--- config.mk ---
export PLATFORM = sky130hd
export DESIGN_NAME = rr_arb16_flat
export DESIGN_NICKNAME = d
export VERILOG_FILES = /design/src/rtl/rr_arb16_if.sv /design/src/rtl/rr_arb16.sv /design/src/flat_wrapper.sv
export SDC_FILE = /design/constraint.sdc
export NUM_CORES = 1
export LEC_CHECK = 0
export BUFFER_PORTS_ARGS = -buffer_cell sky130_fd_sc_hd__buf_2
export CAP_MARGIN = 10
export CORE_UTILIZATION = 40
export DETAILED_ROUTE_END_ITERATION = 10
export PLACE_DENSITY_LB_ADDON = 0.12
export SLEW_MARGIN = 20
export SYNTH_ARGS = -nofsm -noshare
export SYNTH_HDL_FRONTEND = slang
export SYNTH_SLANG_ARGS = --single-unit
--- constraint.sdc ---
create_clock -name clk -period 6.4 [get_ports clk]
set_input_delay 0.96 -clock clk [delete_from_list [all_inputs] [get_ports clk]]
set_output_delay 0.96 -clock clk [all_outputs]
set_load 0.01 [all_outputs]
--- src/rtl/rr_arb16_if.sv ---
// Handshake bundle between 16 requesters, the round-robin arbiter and one shared sink.
// master = arbiter side, slave = requester/sink environment side.
interface rr_arb16_if #(
    parameter int unsigned BitWidth = 8
);
    logic [15:0]            req;
    logic [16*BitWidth-1:0] in_data;
    logic [15:0]            ack;
    logic                   out_valid;
    logic                   out_ready;
    logic [BitWidth-1:0]    out_data;
    logic [3:0]             gnt_id;

    modport master (
        input  req,
        input  in_data,
        input  out_ready,
        output ack,
        output out_valid,
        output out_data,
        output gnt_id
    );

    modport slave (
        output req,
        output in_data,
        output out_ready,
        input  ack,
        input  out_valid,
        input  out_data,
        input  gnt_id
    );
endinterface

--- src/rtl/rr_arb16.sv ---
// Round-robin arbiter: 16 requesters share one registered valid/ready output channel.
// Back-to-back grants are possible; the just-served requester is masked in its own ack cycle.
module rr_arb16 #(
    parameter int unsigned BitWidth = 8
) (
    input logic         clk,
    input logic         rst_n,
    rr_arb16_if.master  bus
);

    typedef enum logic [0:0] {StIdle, StBusy} state_e;

    state_e              state_q, state_d;
    logic [3:0]          ptr_q, ptr_d;
    logic [3:0]          gnt_q, gnt_d;
    logic [BitWidth-1:0] data_q, data_d;

    logic                handshake;
    logic [3:0]          search_base;
    logic [15:0]         elig;
    logic [31:0]         rot;
    logic [3:0]          win_off;
    logic [3:0]          win;
    logic                win_found;
    logic [BitWidth-1:0] win_data;

    function automatic logic [BitWidth-1:0] mux16(input logic [16*BitWidth-1:0] d,
                                                  input logic [3:0]            sel);
        logic [BitWidth-1:0] r;
        r = '0;
        for (int i = 0; i < 16; i++) begin
            if (sel == i[3:0]) r = d[i*BitWidth +: BitWidth];
        end
        return r;
    endfunction

    // Winner search: rotate eligible requests so offset 0 is the search base.
    always_comb begin
        handshake   = (state_q == StBusy) && bus.out_ready;
        search_base = handshake ? gnt_q + 4'd1 : ptr_q;
        elig        = bus.req;
        if (handshake) elig[gnt_q] = 1'b0;
        rot         = {elig, elig} >> search_base;
        win_off     = 4'd0;
        win_found   = 1'b0;
        for (int k = 15; k >= 0; k--) begin
            if (rot[k]) begin
                win_off   = k[3:0];
                win_found = 1'b1;
            end
        end
        win      = search_base + win_off;
        win_data = mux16(bus.in_data, win);
    end

    always_ff @(posedge clk or negedge rst_n) begin
        if (!rst_n) begin
            state_q <= StIdle;
            ptr_q   <= 4'd0;
            gnt_q   <= 4'd0;
            data_q  <= '0;
        end else begin
            state_q <= state_d;
            ptr_q   <= ptr_d;
            gnt_q   <= gnt_d;
            data_q  <= data_d;
        end
    end

    always_comb begin
        state_d = state_q;
        ptr_d   = ptr_q;
        gnt_d   = gnt_q;
        data_d  = data_q;
        unique case (state_q)
            StIdle: begin
                if (win_found) begin
                    gnt_d   = win;
                    data_d  = win_data;
                    state_d = StBusy;
                end
            end
            StBusy: begin
                if (bus.out_ready) begin
                    ptr_d = gnt_q + 4'd1;
                    if (win_found) begin
                        gnt_d  = win;
                        data_d = win_data;
                    end else begin
                        state_d = StIdle;
                    end
                end
            end
            default: state_d = StIdle;
        endcase
    end

    always_comb begin
        bus.out_valid = (state_q == StBusy);
        bus.out_data  = data_q;
        bus.gnt_id    = gnt_q;
        bus.ack       = handshake ? (16'd1 << gnt_q) : 16'd0;
    end

endmodule

--- src/flat_wrapper.sv ---
// flat-port wrapper written by rule: the top's interface ports become plain ports
module rr_arb16_flat 
#(
    parameter int unsigned BitWidth = 8
)
  (clk, rst_n, bus_req, bus_in_data, bus_out_ready, bus_ack, bus_out_valid, bus_out_data, bus_gnt_id);
  rr_arb16_if #(.BitWidth(BitWidth)) bus_i ();
  input logic clk;
  input logic rst_n;
  input wire logic [$bits(bus_i.req)-1:0] bus_req;
  input wire logic [$bits(bus_i.in_data)-1:0] bus_in_data;
  input wire logic [$bits(bus_i.out_ready)-1:0] bus_out_ready;
  output wire logic [$bits(bus_i.ack)-1:0] bus_ack;
  output wire logic [$bits(bus_i.out_valid)-1:0] bus_out_valid;
  output wire logic [$bits(bus_i.out_data)-1:0] bus_out_data;
  output wire logic [$bits(bus_i.gnt_id)-1:0] bus_gnt_id;
  assign bus_i.req = bus_req;
  assign bus_i.in_data = bus_in_data;
  assign bus_i.out_ready = bus_out_ready;
  assign bus_ack = bus_i.ack;
  assign bus_out_valid = bus_i.out_valid;
  assign bus_out_data = bus_i.out_data;
  assign bus_gnt_id = bus_i.gnt_id;
  rr_arb16 #(.BitWidth(BitWidth)) u_core (.clk(clk), .rst_n(rst_n), .bus(bus_i));
endmodule
; ---- Word-level counts from Yosys, hierarchy flattened
; Cells that the tools add are included.
[totals]
reg_bits = 17
in_bits = 147
out_inout_bits = 29
[op_classes]
order_cmp = 2
n_eq_ne = 16
reduce_logical = 4
bitwise_logic = 3
n_mux = 62
add_sub_neg = 2
n_shift = 2
[op_table]
columns = cell, n
row1 = 2-to-1 mux 8 bit, 18
row2 = 2-to-1 mux 4 bit, 19
row3 = equality test 4 bit (second input constant), 8
row4 = 2-to-1 mux 16 bit, 2
row5 = right shift 32 x 4 -> 16 bit, 1
row6 = 2-to-1 mux 1 bit, 19
row7 = bitwise AND 16 bit, 1
row8 = equality test 4 x 3 -> 1 bit (second input constant), 4
row9 = inverter 16 bit, 1
row10 = case mux 8 bit (2 select lines), 1
row11 = left shift 1 x 4 -> 16 bit (first input constant), 1
row12 = equality test 4 x 2 -> 1 bit (second input constant), 2
row13 = case mux 4 bit (2 select lines), 1
row14 = < comparator 4 x 5 -> 1 bit (second input constant), 1
row15 = adder 4 x 1 -> 4 bit (second input constant), 1
row16 = adder 4 bit, 1
row17 = demux 1 bit (select 4 bit), 1
row18 = equality test 4 x 1 -> 1 bit (second input constant), 1
row19 = greater-or-equal comparator 4 x 1 -> 1 bit (second input constant), 1
row20 = zero test 4 bit, 1
row21 = logical AND 1 bit, 2
row22 = inequality test 2 bit (second input constant), 1
row23 = case mux 1 bit (2 select lines), 1
row24 = AND reduction 2 bit, 1
row25 = inverter 1 bit, 1

; ---- Longest topological paths before layout
[depth]
depth_word = 45
depth_mapped = 25
mapped_depth_nobuf = 22

; ---- Least setup slack after synthesis
; Ideal clock, no wire load.
[synth_path]
path_kind = input-to-reg
start = input bus_out_ready
end = register u_core.data_q[0], in the netlist u_core.bus.out_data[0]
setup_time_ns = 0.095
arrival_time_ns = 5.329
stages = 22
path_slack_ns = 0.975
path_cell_list = buf_4 nand2_1 mux2_1 buf_4 a211oi_1 a22oi_1 nand2_1 o21ai_0 a21oi_1 o31ai_1 nand3_1 nand2_1 ha_1 fa_1 xor2_1 clkbuf_1 clkbuf_1 nor3_1 a21oi_1 a21oi_1 mux2_1 o31ai_1
[synth_via]
elab_chain_cells = 40
[synth_rtl]
columns = item, line_no
row1 = "start, declared", flat_wrapper.sv:12  ; input wire logic [$bits(bus_i.out_ready)-1:0] bus_out_ready;
row2 = logical AND 1 bit, rr_arb16.sv:39  ; handshake = (state_q == StBusy) && bus.out_ready;
row3 = 2-to-1 mux 16 bit or 2-to-1 mux 4 bit (tied branches), "rr_arb16.sv:42, rr_arb16.sv:40"
row4 = right shift 32 x 4 -> 16 bit, rr_arb16.sv:43  ; rot = {elig, elig} >> search_base;
row5 = 2-to-1 mux 4 bit (16 in series), rr_arb16.sv:47  ; if (rot[k]) begin
row6 = adder 4 bit, rr_arb16.sv:52  ; win = search_base + win_off;
row7 = zero test 4 bit, rr_arb16.sv:32  ; if (sel == i[3:0]) r = d[i*BitWidth +: BitWidth];
row8 = 2-to-1 mux 8 bit (16 in series), rr_arb16.sv:32
row9 = 2-to-1 mux 8 bit, "rr_arb16.sv:77, rr_arb16.sv:86"
row10 = 2-to-1 mux 8 bit, rr_arb16.sv:84  ; if (bus.out_ready) begin
row11 = case mux 8 bit (2 select lines), rr_arb16.sv:75  ; unique case (state_q)
row12 = "end signal, assigned", rr_arb16.sv:66  ; data_q <= data_d;
row13 = "end, declared", rr_arb16.sv:16  ; logic [BitWidth-1:0] data_q, data_d;
; Parallel ways exist; a longest one is shown, timed or not. The select of a mux whose other input is x is not followed.
; A chain may end at the register's enable or synchronous reset.

; ---- Final worst setup path
[layout_path]
start = input bus_out_ready
end = register u_core.data_q[1], in the netlist u_core.bus.out_data[1]
; Same word-level chain as after synthesis.

==> flow_summary.html <==
<table>
<tr><th>Metric</th><th>Value</th></tr>
<tr><th colspan="2">Status</th></tr>
<tr><td>Outcome</td><td>complete, no violations</td></tr>
<tr><th colspan="2">Synth</th></tr>
<tr><td>Predominant post-synthesis flop cell</td><td>sky130_fd_sc_hd__dfrtp_1</td></tr>
<tr><td>Synth cell types</td><td>70</td></tr>
<tr><td>Fraction of post-synthesis cell area in the top cell type by area</td><td>13.2%</td></tr>
<tr><td>Average cell area after synthesis</td><td>8.51 um^2</td></tr>
<tr><td>Flops &amp; latches, synth</td><td>17</td></tr>
<tr><td>Largest cells by area after synthesis</td><td>sky130_fd_sc_hd__mux4_2, sky130_fd_sc_hd__dfrtp_1, sky130_fd_sc_hd__a22oi_1, sky130_fd_sc_hd__and2_1, sky130_fd_sc_hd__mux2i_1</td></tr>
<tr><td>Sequential cell area fraction in the yosys report</td><td>a little under an eighth</td></tr>
<tr><td>Cell type with the largest total area after synthesis</td><td>sky130_fd_sc_hd__mux4_2</td></tr>
<tr><td>Async set or reset register ratio after synthesis</td><td>100%</td></tr>
<tr><td>Most frequent cells after synthesis</td><td>sky130_fd_sc_hd__a22oi_1, sky130_fd_sc_hd__nand2_1, sky130_fd_sc_hd__nor2_1, sky130_fd_sc_hd__and2_1, sky130_fd_sc_hd__a21oi_1</td></tr>
<tr><td>Synth Net Count</td><td>around 580</td></tr>
<tr><td>Total of warnings raised by yosys</td><td>0</td></tr>
<tr><td>Cell area after synthesis</td><td>approximately 0.0036 mm^2</td></tr>
<tr><td>Cells after Synth</td><td>420</td></tr>
<tr><td>Most instantiated library cell after synthesis</td><td>sky130_fd_sc_hd__a22oi_1</td></tr>
<tr><td>EDFF count, synth</td><td>0</td></tr>
<tr><th colspan="2">Timing</th></tr>
<tr><td>Share of the clock period used by the worst path</td><td>a little under 90%</td></tr>
<tr><td>Max-Slew Margin vs Limit</td><td>about 51%</td></tr>
<tr><td>Unrepaired setup endpoints after global routing</td><td>no</td></tr>
<tr><td>Max-slew violation count</td><td>0</td></tr>
<tr><td>Slew at the pin closest to its max-slew limit</td><td>729 ps</td></tr>
<tr><td>Final Critical Period</td><td>5590 ps</td></tr>
<tr><td>Worst-case clock skew</td><td>between 2 and 2.5 ps</td></tr>
<tr><td>Hold WS</td><td>503 ps</td></tr>
<tr><td>Fmax</td><td>~180 MHz</td></tr>
<tr><td>Final Hold Viols</td><td>0</td></tr>
<tr><td>Total of endpoints with negative setup slack in the final report</td><td>0</td></tr>
<tr><td>Sum of negative setup slack</td><td>0 ps</td></tr>
<tr><th colspan="2">Die</th></tr>
<tr><td>Horizontal die dimension</td><td>~97 um</td></tr>
<tr><td>Die height</td><td>96.5 um</td></tr>
<tr><td>Placement Rows</td><td>34</td></tr>
<tr><td>Number of I/O pins</td><td>~180</td></tr>
<tr><td>Placeable core area</td><td>0.00868 mm^2</td></tr>
<tr><td>Overall die area</td><td>0.00932 mm^2</td></tr>
<tr><td>Initial cell density of the core</td><td>approximately two fifths</td></tr>
<tr><th colspan="2">Global routing</th></tr>
<tr><td>Global-route wire length before repair</td><td>approximately 19 mm</td></tr>
<tr><td>Maximum number of pins on one net before global-route repair</td><td>37</td></tr>
<tr><td>Antenna violations before repair</td><td>0</td></tr>
<tr><td>Overflow left after global routing</td><td>0</td></tr>
<tr><td>Number of global-route vias before repair</td><td>3879</td></tr>
<tr><td>Total global-route track usage</td><td>25.6%</td></tr>
<tr><th colspan="2">Clock tree</th></tr>
<tr><td>Total number of H-tree levels</td><td>1</td></tr>
<tr><td>CTS Buf Count</td><td>3</td></tr>
<tr><td>Buffer depth of the longest clock path</td><td>2</td></tr>
<tr><td>Clock latency at the later pin of the worst-skew pair</td><td>250 ps</td></tr>
<tr><td>Clock Sinks</td><td>17</td></tr>
<tr><td>Root Buffer Master</td><td>sky130_fd_sc_hd__clkbuf_8</td></tr>
<tr><td>Setup fix buffers added after clock tree synthesis</td><td>0</td></tr>
<tr><td>TritonCTS clock tree</td><td>done</td></tr>
<tr><td>Number of hold-repair buffers added at the cts stage</td><td>0</td></tr>
<tr><td>CTS resizes</td><td>0</td></tr>
<tr><td>Clock slew at the register clock pins of the worst setup and hold paths</td><td>around 70 ps</td></tr>
<tr><th colspan="2">Worst setup path</th></tr>
<tr><td>Type of destination of the critical path</td><td>register</td></tr>
<tr><td>Worst endpoint required time</td><td>6540 ps</td></tr>
<tr><td>Highest fanout seen on the critical path</td><td>15</td></tr>
<tr><td>Type of element launching the critical path</td><td>primary input</td></tr>
<tr><td>Minimum setup slack among reg-to-reg paths</td><td>between 800 and 900 ps</td></tr>
<tr><td>Crit path arrival time</td><td>between 5000 and 6000 ps</td></tr>
<tr><td>Reg2Reg Depth</td><td>20</td></tr>
<tr><td>Crit Path Class</td><td>primary input to register</td></tr>
<tr><th colspan="2">Placement</th></tr>
<tr><td>Port Buf Inserts</td><td>between 150 and 200</td></tr>
<tr><td>Last weighted congestion value of the routability-driven placer</td><td>around 0.93</td></tr>
<tr><td>Detail Placement HPWL</td><td>~10 mm</td></tr>
<tr><td>Placed Instances</td><td>a little under 700</td></tr>
<tr><th colspan="2">Drt</th></tr>
<tr><td>Count of unresolved DRC violations after routing</td><td>0</td></tr>
<tr><td>Vias post-DR</td><td>between 4000 and 5000</td></tr>
<tr><td>DRT antenna net count</td><td>0</td></tr>
<tr><td>Violation count after the first detailed-route iteration</td><td>~250</td></tr>
<tr><td>WL final</td><td>around 12 mm</td></tr>
<tr><td>DRT Pass-1 Iters</td><td>4</td></tr>
<tr><td>Routed vias/inst</td><td>~6.0</td></tr>
<tr><td>DR WL/cell</td><td>roughly 17 um</td></tr>
<tr><th colspan="2">Finish</th></tr>
<tr><td>Core occupancy in the finished layout</td><td>53.7%</td></tr>
<tr><td>Post-route insts no fill</td><td>around 700</td></tr>
<tr><td>Area growth, synth to finish</td><td>30.4%</td></tr>
<tr><td>Nets</td><td>roughly 750</td></tr>
<tr><td>Number of antenna repair diodes</td><td>0</td></tr>
<tr><td>Fraction of layout instances using a drive strength above 1</td><td>approximately 43%</td></tr>
<tr><th colspan="2">Hold path</th></tr>
<tr><td>Hold Crit Class</td><td>register to register</td></tr>
<tr><td>Worst Hold Path Cells</td><td>2</td></tr>
<tr><th colspan="2">Run</th></tr>
<tr><td>Max-cap violations</td><td>0</td></tr>
</table>
==> worst max-delay path, stage by stage <==
cell                       delay, ps
sky130_fd_sc_hd__buf_2           240
sky130_fd_sc_hd__nand2_1         130
sky130_fd_sc_hd__mux2_1          480
sky130_fd_sc_hd__inv_4           130
sky130_fd_sc_hd__a211oi_2        590
sky130_fd_sc_hd__a21bo_2         300
sky130_fd_sc_hd__nand4_1         100
sky130_fd_sc_hd__nand3b_1        200
sky130_fd_sc_hd__a21oi_1          90
sky130_fd_sc_hd__nor2_1          100
sky130_fd_sc_hd__o31ai_1          80
sky130_fd_sc_hd__a21oi_1         280
sky130_fd_sc_hd__ha_1            290
sky130_fd_sc_hd__a21o_1          160
sky130_fd_sc_hd__a21oi_1         240
sky130_fd_sc_hd__xnor2_1         300
sky130_fd_sc_hd__nor4_4           70
sky130_fd_sc_hd__nor2_2          260
sky130_fd_sc_hd__mux2_1          410
sky130_fd_sc_hd__o31ai_1         290
==> sequential cells by signal, indices dropped and copies added (netlist names) <==
name,flops
u_core.ptr_q,4
u_core.bus.out_data,8
u_core.bus.out_valid,1
u_core.bus.gnt_id,4
==> layout by cell type (no fill, tap or decap), types with 10 or more instances in the layout <==
cell type	n
sky130_fd_sc_hd__nor2_1	30
sky130_fd_sc_hd__mux4_2	21
sky130_fd_sc_hd__a21oi_1	23
sky130_fd_sc_hd__a211oi_1	12
sky130_fd_sc_hd__a22oi_1	38
sky130_fd_sc_hd__mux2i_1	14
sky130_fd_sc_hd__buf_2	175
sky130_fd_sc_hd__nand2_1	36
sky130_fd_sc_hd__inv_1	10
sky130_fd_sc_hd__a21boi_1	16
sky130_fd_sc_hd__dfrtp_1	17
sky130_fd_sc_hd__o31ai_1	10
sky130_fd_sc_hd__and2_1	27
sky130_fd_sc_hd__buf_4	16
==> worst paths after layout <==
kind	start	endpoint
setup / recovery	bus_out_ready	u_core.bus.out_data[1]
hold / removal	u_core.bus.out_data[6]	u_core.bus.out_data[6]
setup reg to reg	u_core.bus.gnt_id[0]	u_core.bus.out_data[1]
hold reg to reg	u_core.bus.out_data[6]	u_core.bus.out_data[6]
max in group asynchronous	rst_n	u_core.bus.gnt_id[0]
min in group asynchronous	rst_n	u_core.bus.gnt_id[3]
==> layer usage <==
layer	share of wire [%]	vias to the layer above	routed length (um)	GRT usage [%]
met2	47	173	5750	43.7
met4	0.87	0	105	4.17
met3	6.5	12	784	2.74
met1	45	1955	5490	35.4
li1	-	2012	-	-
met5	0	-	0	0
==> logic make-up (layout without fill, tap and decap cells) <==
group                      count (synthesis)  after routing  synth area share [%]
AOI/OAI and AO/OA                        155            155                  33.6
xor gates and xnor gates                   6              6                  1.47
adders and majority gates                 10             10                  3.71
buffers and inverters                     38            207                  4.97
DFF                                       17             17                  11.9
muxes                                     44             44                  20.1
and+or+nand+nor                          150            150                  24.2
==> area by class of cell <==
| class | instances | area [um^2] |
|---|---|---|
| flip-flops and latches | 17 | 425 |
| well taps | 108 | 135 |
| fillers | 868 | 4020 |
| inverters | 11 | 43.8 |
| repair buffers | 192 | 1020 |
| clock buffers | 4 | 45.0 |
| multi-input cells | 365 | 2990 |
==> through the flow <==
stage	setup slack, ps	area [um^2]
floorplan	975	3570
global route	469	4660
CTS	495	4650
finish	815	4660
global placement	453	4610
detailed placement	243	4610
Power is left out: the tool's default activity adds up to more than one toggle a clock period on the data nets, which glitch-free logic cannot reach.
